===== src/rtl/t_ff_divider.sv =====
// t_ff_divider: enable-gated programmable toggle divider.
// Produces a divided square wave q, a one-cycle pulse on every q toggle,
// and an optional one-hot quadrant indicator on phase.
// Optional feature macro: T_FF_DIVIDER_PHASE_EN (phase logic compiled in when defined,
// otherwise phase is tied to 4'b0000).
module t_ff_divider #(
  parameter int WIDTH = 8
) (
  input  logic             clk,
  input  logic             reset,
  input  logic             t,
  input  logic [WIDTH-1:0] div,
  output logic             q,
  output logic             pulse,
  output logic [WIDTH-1:0] count,
  output logic [3:0]       phase
);

  logic [WIDTH-1:0] cnt_q, cnt_d;
  logic [WIDTH-1:0] div_r_q, div_r_d;
  logic             q_q, q_d;
  logic             pulse_q, pulse_d;

  // Next-state: count enabled cycles up to the latched divisor, toggle and strobe on wrap.
  always_comb begin
    cnt_d   = cnt_q;
    div_r_d = div_r_q;
    q_d     = q_q;
    pulse_d = 1'b0;
    if (t) begin
      if (cnt_q == div_r_q) begin
        cnt_d   = '0;
        q_d     = ~q_q;
        pulse_d = 1'b1;
        div_r_d = div;
      end else begin
        cnt_d   = cnt_q + 1'b1;
      end
    end
  end

  // State registers with synchronous active-low reset that also reloads the divisor.
  always_ff @(posedge clk) begin
    if (!reset) begin
      cnt_q   <= '0;
      div_r_q <= div;
      q_q     <= 1'b0;
      pulse_q <= 1'b0;
    end else begin
      cnt_q   <= cnt_d;
      div_r_q <= div_r_d;
      q_q     <= q_d;
      pulse_q <= pulse_d;
    end
  end

  assign q     = q_q;
  assign pulse = pulse_q;
  assign count = cnt_q;

`ifdef T_FF_DIVIDER_PHASE_EN
  logic       upper;
  logic [1:0] idx;

  // Quadrant decode: q selects the half period, the counter position selects lower/upper half.
  always_comb begin
    upper = (cnt_q > (div_r_q >> 1));
    idx   = {q_q, upper};
    phase = 4'b0001 << idx;
  end
`else
  assign phase = 4'b0000;
`endif

endmodule


===== config.mk =====
export PLATFORM = sky130hd
export DESIGN_NAME = t_ff_divider
export DESIGN_NICKNAME = d
export VERILOG_FILES = /design/src/rtl/t_ff_divider.sv
export SDC_FILE = /design/constraint.sdc
export NUM_CORES = 1
export LEC_CHECK = 0
export ABC_CLOCK_PERIOD_IN_PS = 1460
export CAP_MARGIN = 25
export CORE_MARGIN = 4
export CORE_UTILIZATION = 42
export CTS_BUF_LIST = sky130_fd_sc_hd__clkbuf_8
export DETAILED_ROUTE_END_ITERATION = 12
export HOLD_SLACK_MARGIN = 0.12
export PLACE_DENSITY = 0.77
export SETUP_SLACK_MARGIN = 0.4
export SLEW_MARGIN = 15
export SYNTH_ARGS = -nofsm -noshare
export SYNTH_HDL_FRONTEND = slang
export SYNTH_SLANG_ARGS = --single-unit

===== constraint.sdc =====
create_clock -name clk -period 1.46 [get_ports clk]
set_input_delay 0.365 -clock clk [delete_from_list [all_inputs] [get_ports clk]]
set_output_delay 0.365 -clock clk [all_outputs]
set_load 0.02 [all_outputs]

Yosys cells after proc, flatten, opt, wreduce, memory -nomap -nowiden
Cells that the tools add are included.
{"block": "word_totals", "reg_bits": 18, "out_inout_bits": 14, "elab_cells": 17}
{"block": "classes", "n_eq_ne": 3, "reduce_logical": 3, "bitwise_logic": 1, "add_sub_neg": 1, "mux": 5}
{"cell": "$mux W8", "n": 4}
{"cell": "$add A8 B1 Y8 const B", "n": 1}
{"cell": "$eq A8 B8 Y1", "n": 1}
{"cell": "$reduce_and A2 Y1", "n": 3}
{"cell": "$ne A2 B1 Y1 const B", "n": 2}
{"cell": "$mux W1", "n": 1}
{"cell": "$not A1 Y1", "n": 1}

Longest topological paths before layout
Gate-level depths: netlist (run 1).
{"block": "logic_depth", "word_depth": 4, "mapped_depth": 5, "ltp_nobuf": 5}

Worst setup path after synthesis (run 1)
OpenSTA, ideal clock, no wires.
{"block": "synth_timing", "path_type": "register -> register", "from": "register cnt_q[0] (netlist: count[0])", "to": "register div_r_q[0] (enable)", "setup_time_ns": 0.375, "path_slack_ns": -0.246, "path_stages_with_launch": 4, "synth_period_minus_slack_ns": 1.706, "t_arrival_ns": 1.331, "n_path_buf": 0, "cell_sequence": "dfxtp_1 > xnor2_1 > nand4_1 > o31ai_4"}
{"block": "synth_between", "elab_chain_cells": 3}
{"item": "start: declaration", "line_no": "19", "source": "logic [WIDTH-1:0] cnt_q, cnt_d;"}
{"item": "start signal: assignment", "line_no": "50", "source": "cnt_q <= cnt_d;"}
{"item": "$eq A8 B8 Y1", "line_no": "31", "source": "if (cnt_q == div_r_q) begin"}
{"item": "$ne A2 B1 Y1 (no source line)"}
{"item": "$reduce_and A2 Y1 (no source line)"}
{"item": "end signal: assignment", "line_no": "46", "source": "div_r_q <= div;"}
{"item": "end signal: assignment", "line_no": "51", "source": "div_r_q <= div_r_d;"}
{"item": "end: declaration", "line_no": "20", "source": "logic [WIDTH-1:0] div_r_q, div_r_d;"}
No other way between the ends.
A chain may end at the register's enable or synchronous reset.

Worst setup path in the final report (run 1)
{"block": "layout_timing", "from": "register div_r_q[5]", "to": "register div_r_q[6] (enable)"}
{"block": "layout_between", "elab_chain_cells": 3}
{"item": "$eq A8 B8 Y1", "line_no": "31"}
{"item": "$ne A2 B1 Y1 (no source line)"}
{"item": "$reduce_and A2 Y1 (no source line)"}
No other way between the ends.

==> summary.md, run 1 <==
| Metric | Value |
|---|---|
| Crit path max fanout | `16` |
| Final hold slack | `542 ps` |
| Final ANT Viol Nets | `0` |
| Multiplexer share of the synthesized area | `under 10%` |
| Final setup TNS | `-352 ps` |
| Longest Clk Path Bufs | `2` |
| Layout Nets | `118` |
| Synth Area in Adders | `1.61%` |
| Clk_lat worst skew | `250 ps` |
| Maximum clock rate | `between 600 and 700 MHz` |
| Worst Min Path Start | `count[6]` |
| Final Slew Violations | `0` |
| CP max stage delay | `390 ps` |
| Final setup vio count | `9` |
| WP buf/inv | `1` |
| Clk pin slew, worst setup/hold paths | `approximately 70 ps` |
| Antenna Cells | `0` |
| Startpoint type of the worst setup path | `flip-flop` |
| Register area share after synthesis | `56.5%` |
| Syn avg cell area | `11.5 sq um` |
| Hold endpoint | `count[6]` |
| DIE AREA | `approximately 2600 sq um` |
| CTS buffer count | `3` |
| Synth Area in XOR/XNOR | `between 10% and 20%` |
| Post-layout utilization of the core | `between 60 and 70%` |
| FF-to-FF Start | `div_r_q[5]` |
| Overflow left after global routing | `0` |
| Critical path arrival | `approximately 1500 ps` |
| Hold Vio Cnt, Final | `0` |
| Clk_skew | `around 3.2 ps` |
| Setup crit end kind | `flip-flop` |
| Hpwl dp | `approximately 1200 um` |
| Failing checks | `negative setup slack` |
| Initial Util | `44.7%` |
| DRC errors left | `0` |
| Main synth FF type | `dfxtp_1` |
| Width of the die | `51.1 um` |
| Synth Instances | `between 60 and 70` |
| Placed inst area | `~1100 sq um` |
| TritonCTS clock tree | `done` |
| Core ar. | `1750 sq um` |
| PortBufs | `20` |
| Worst Path Class, Setup | `flip-flop to flip-flop` |
| Worst setup margin | `-44.7 ps` |
| Worst VDD drop | `approximately 0.57 mV` |
| Period utilisation layout | `103%` |
| IO Count | `25` |
| Number of synthesized flops with an enable pin | `8` |
| Final wirelength | `1620 um` |
| Post-route cell area | `1210 sq um` |
| Worst r2r path cells | `4` |
| Worst Setup SP | `div_r_q[5]` |
| Seq cells post-synth | `18` |
| Hold Path Depth | `2` |
| Via count | `about 600` |
| Req. time, crit path | `about 1400 ps` |
| Ratio of cells with drive above 1 in the final layout | `38.1%` |
| Cts hold-fix bufs | `0` |
| DRT iter0 DRCs | `3` |
| Vias in the first global route | `just under 600` |
| GR Util All Layers | `between 10% and 20%` |
| Status | `finished, violations left` |
| H-Tree Depth | `1` |
| Pre-CTS setup slack | `-268 ps` |
| Largest net degree at the start of global routing | `17` |
| Placer Congestion | `around 0.76` |
| RSZ-0062 raised after global routing | `true` |
| Die Y | `51.1 um` |
| Routed vias/inst | `around 4.6` |
| Reg2reg setup slack | `-40 ps` |
| First-pass GRT wire length | `around 2600 um` |
| CTS sink count | `18` |
| Synthesis-to-layout area growth | `55.1%` |
| Slowest CP cell | `edfxtp_1` |
| Synth Warn # | `0` |
| Synth Area in Compound Gates | `under 10%` |
| P_leak | `around 0.47 nW` |
| CP Cell Sequence | `xnor2_1 -> nand4_1 -> o31ai_4 -> buf_12` |
| Post-synth ARST share | `0%` |
| Largest family of logic cells by synthesized area | `XOR/XNOR gates` |
| Worst hold path class | `flip-flop to flip-flop` |
| Cell area after synthesis | `779 sq um` |
| Distinct cells, synth | `16` |
| Initial antenna violation count | `0` |
| Synth Area in Simple Gates | `between 10% and 20%` |
| Root Driver | `clkbuf_8` |
| Leading cell type in the layout, fill and taps excluded | `buf_6` |
| Top delay family on crit path | `flip-flops` |
| Drt pass-1 iters | `2` |
| PD cells | `850 nW/um^2` |
| Max-cap violations | `0` |
| Row cnt | `15` |
| Most frequent cells in the layout | `buf_6 (13), xnor2_1 (12), buf_4 (11)` |
| RR Endpoint | `div_r_q[6]` |
| WL/cell | `12.4 um` |
| Post-layout min period | `between 1500 and 2000 ps` |
==> state kept, by name, summed over array words and instances, names as in the netlist <==
name / count
count: 8
div_r_q: 8
pulse: 1
q: 1
==> Yosys cell counts, drive strengths merged, types with 2 or more instances <==
| cell type | count | area, sq um |
|---|---|---|
| mux2i | 2 | 20.0 |
| nor3 | 2 | 10.0 |
| nor2 | 10 | 37.5 |
| edfxtp | 8 | 240 |
| nand4 | 3 | 18.8 |
| nand3 | 3 | 15.0 |
| dfxtp | 10 | 200 |
| xnor2 | 12 | 105 |
| buf | 5 | 37.5 |
| xor2 | 3 | 26.3 |
| nand2 | 5 | 18.8 |
==> per-stage QoR <==
step                      cells  total power, mW
after floorplan              71            0.635
after detailed placement    122            0.694
final                       130             1.03
after global placement      122            0.690
after CTS                   130             1.04
after global routing        130             1.08
==> worst register-to-register path, delay by kind of cell (launching register included) <==
family | cells | cell delay (ps)
simple gates | 1 | 210
compound gates | 1 | 260
xor+xnor | 1 | 180
buf+inv | 1 | 180
flops | 1 | 390
==> cell families (layout without fill, tap and decap cells) <==
kind of cell,Yosys count,count (layout)
AOI/OAI and AO/OA,1,1
xor gates and xnor gates,15,15
adders and majority gates,1,1
buffers and inverters,5,39
DFF,18,18
muxes,2,2
other,1,4
and+or+nand+nor,25,25
==> worst max-delay path by stage <==
stage,cells past startpoint,endpoint,slack (ps)
final,4,div_r_q[6],-40
after global routing,4,div_r_q[6],-110
after CTS,4,div_r_q[4],-60
after detailed placement,4,div_r_q[5],-270
after global placement,4,div_r_q[5],-250
after floorplan,3,div_r_q[0],-120
==> layer usage <==
metal / up-vias / GRT usage (%) / share of wire, %
li1: 293 / - / -
met1: 279 / 14.4 / 39
met3: 5 / 3.79 / 6.1
met4: 0 / 5.38 / 1.5
met5: - / 0 / 0
met2: 19 / 25.5 / 53
==> where the power goes <==
part | total [mW] | leakage [nW] | switching (mW) | internal (mW)
registers | 0.554 | 0.166 | 0.0142 | 0.540
logic | 0.127 | 0.274 | 0.0576 | 0.0691
clock network | 0.346 | 0.0269 | 0.159 | 0.187
==> final cells by class <==
class | instances | area (sq um)
fillers | 138 | 537
clock buffers | 3 | 41.3
repair buffers | 35 | 349
clock inverters | 1 | 3.75
well taps | 25 | 31.3
flip-flops and latches | 18 | 465
multi-input cells | 48 | 318
==> timing repair <==
action | in CTS | in global routing
pin swaps | 2 | 1
setup endpoints to repair | 28 | 28
gates resized for setup | 66 | 1
buffers inserted | 4 | 0
Power figures use the tool's default switching activity.
==> run 2: changes to the inputs <==
- ABC_CLOCK_PERIOD_IN_PS: 1460 -> 1700
- CORE_UTILIZATION: 42 -> 46
- PLACE_DENSITY: 0.77 -> 0.8
- clock period: 1.46 -> 1.7 ns (I/O delays scaled with it)
==> run 2 against run 1 <==
  * The flow now finishes without violations
  * Largest power group unchanged
  * Final cell count is 14% lower
  * Worst hold slack worse by 73 ps
  * Register-to-register slack better by 320 ps
  * Critical path type unchanged
  * Setup slack better by 320 ps
  * Critical path depth stayed put
  * Largest cell class unchanged
  * Cell area is 12% lower
==> summary.md, run 2 (synthesized netlist as in run 1, its figures left out) <==
| Metric | Value |
|---|---|
| Width of the die | `49.2 um (-3.7%)` |
| IO Count | `25 (unchanged)` |
| Die Y | `49.2 um (-3.7%)` |
| Max-cap violations | `0 (unchanged)` |
| Crit path max fanout | `14 (-2)` |
| Overflow left after global routing | `0 (unchanged)` |
| Final wirelength | `1410 um (-13%)` |
| Pint | `679 uW (-15%)` |
| FF-to-FF Start | `div_r_q[0]` |
| Status | `complete, no violations` |
| Largest net degree at the start of global routing | `15 (-2)` |
| Leading cell type in the layout, fill and taps excluded | `xnor2_1` |
| Final Instance Count excl. Fillers | `112 (-14%)` |
| Setup crit end kind | `flip-flop` |
| Ratio of cells with drive above 1 in the final layout | `30.2% (-7.9 points)` |
| Critical path arrival | `1390 ps (-80 ps)` |
| Synthesis-to-layout area growth | `36.6%` |
| Clock share of power | `33.2% (-0.5 points)` |
| Drt pass-1 iters | `4 (+2)` |
| DRT iter0 DRCs | `6 (+3)` |
| Core ar. | `1560 sq um (-11%)` |
| Placer Congestion | `0.674 (-12%)` |
| Initial antenna violation count | `0 (unchanged)` |
| TritonCTS clock tree | `done` |
| Cts hold-fix bufs | `0 (unchanged)` |
| Hpwl dp | `1020 um (-12%)` |
| PD cells | `814 nW/um^2 (-4.2%)` |
| Maximum clock rate | `701 MHz (+5.4%)` |
| Hold Vio Cnt, Final | `0 (unchanged)` |
| RSZ-0062 raised after global routing | `true` |
| Most frequent cells in the layout | `xnor2_1 (12), nor2_1 (9), clkdlybuf4s50_1 (9)` |
| Antenna Cells | `0 (unchanged)` |
| CTS sink count | `18 (unchanged)` |
| Final setup vio count | `0 (-9)` |
| Clk pin slew, worst setup/hold paths | `60 ps (about the same)` |
| DIE AREA | `2420 sq um (-7.4%)` |
| Sw power | `188 uW (-19%)` |
| Via count | `541 (-9.2%)` |
| RR Endpoint | `div_r_q[1]` |
| Final-layout fill cell count | `121 (-12%)` |
| Longest Clk Path Bufs | `2 (unchanged)` |
| Sequential power share | `55.3% (+1.3 points)` |
| Clk_skew | `1.18 ps (-2.06 ps)` |
| Worst Path Class, Setup | `flip-flop to flip-flop` |
| Final ANT Viol Nets | `0 (unchanged)` |
| Post-layout utilization of the core | `68.3% (-0.95 points)` |
| Period utilisation layout | `84.0% (-19 points)` |
| Vias in the first global route | `498 (-17%)` |
| GR Util All Layers | `13.2% (-0.53 points)` |
| Final Power | `867 uW (-16%)` |
| PortBufs | `20 (unchanged)` |
| Final Slew Violations | `0 (unchanged)` |
| H-Tree Depth | `1 (unchanged)` |
| Dpl cells | `106 (-13%)` |
| Worst hold path class | `flip-flop to flip-flop` |
| Worst VDD drop | `0.581 mV (+2.9%)` |
| Post-layout min period | `1430 ps (-77.1 ps)` |
| Reg area | `460 sq um (-1.1%)` |
| Multi-input gate area in the final layout | `320 sq um (+0.79%)` |
| Final hold slack | `469 ps (-72.8 ps)` |
| Critical Path End | `div_r_q[1]` |
| Combinational share of power | `11.4% (-0.9 points)` |
| Reg2reg setup slack | `270 ps (+320 ps)` |
| Row cnt | `14 (-1)` |
| Switching share of power | `21.7% (-0.83 points)` |
| DRC errors left | `0 (unchanged)` |
| Startpoint type of the worst setup path | `flip-flop` |
| Worst Setup SP | `div_r_q[0]` |
| Worst r2r path cells | `4 (unchanged)` |
| Root Driver | `clkbuf_8` |
| Layout Nets | `109 (-7.6%)` |
| P_leak | `0.416 nW (-11%)` |
| CTS buffer count | `3 (unchanged)` |
| First-pass GRT wire length | `2350 um (-9.3%)` |
| Clk_lat worst skew | `250 ps (about the same)` |
| Req. time, crit path | `1670 ps (+240 ps)` |
| WL/cell | `12.6 um (+0.93%)` |
| Initial Util | `50.0% (+5.3 points)` |
| Routed vias/inst | `4.83 (+5.4%)` |
[run 2: worst min path at each step]
stage | start | endpoint | slack [ps] | cells past startpoint
final | q | q | 470 | 2
after global routing | q | q | 520 | 2
after CTS | q | q | 470 | 2
after detailed placement | q | q | 460 | 2
after global placement | q | q | 450 | 2
after floorplan | div[0] | div_r_q[0] | 520 | 0
[run 2: repair_timing]
action	4_1_cts	5_1_grt
endpoints found under the setup margin	27	20
pin swaps	3	4
gates resized for setup	36	5
buffers inserted	0	2
[run 2: critical path: stages (launching register included)]
cell and delay (ps):
edfxtp_1 380, xnor2_1 150, nand4_1 190, o31ai_4 250, buf_12 180
[run 2: per-stage QoR]
step / worst slack, ps / cell area [sq um] / TNS [ps]
after floorplan: 116 / 811 / 0
after global placement: -63.4 / 1040 / -640
after detailed placement: -78.8 / 1040 / -847
after CTS: 190 / 1050 / 0
after global routing: 176 / 1060 / 0
final: 272 / 1060 / 0
[run 2: area by class of cell]
type / count / share of cell area, %
Tap cell: 16 / 1.88
Timing Repair Buffer: 26 / 20.6
Clock buffer: 3 / 3.88
Clock inverter: 1 / 0.353
Sequential cell: 18 / 43.2
Multi-Input combinational cell: 48 / 30.1
[run 2: metal layers]
layer  global-route usage (%)  wire length (um)
met1                     14.4               579
met2                     22.3               719
met3                     4.59                99
met4                     7.11                 8
met5                        0                 0
[run 2: power by group through the flow]
stage	logic, mW	registers, mW	clock network [mW]
2_1_floorplan	0.0521	0.493	0
3_3_place_gp	0.0975	0.488	0
3_5_place_dp	0.0984	0.490	0
4_1_cts	0.0959	0.480	0.301
5_1_grt	0.107	0.482	0.322
6_report	0.0991	0.480	0.288
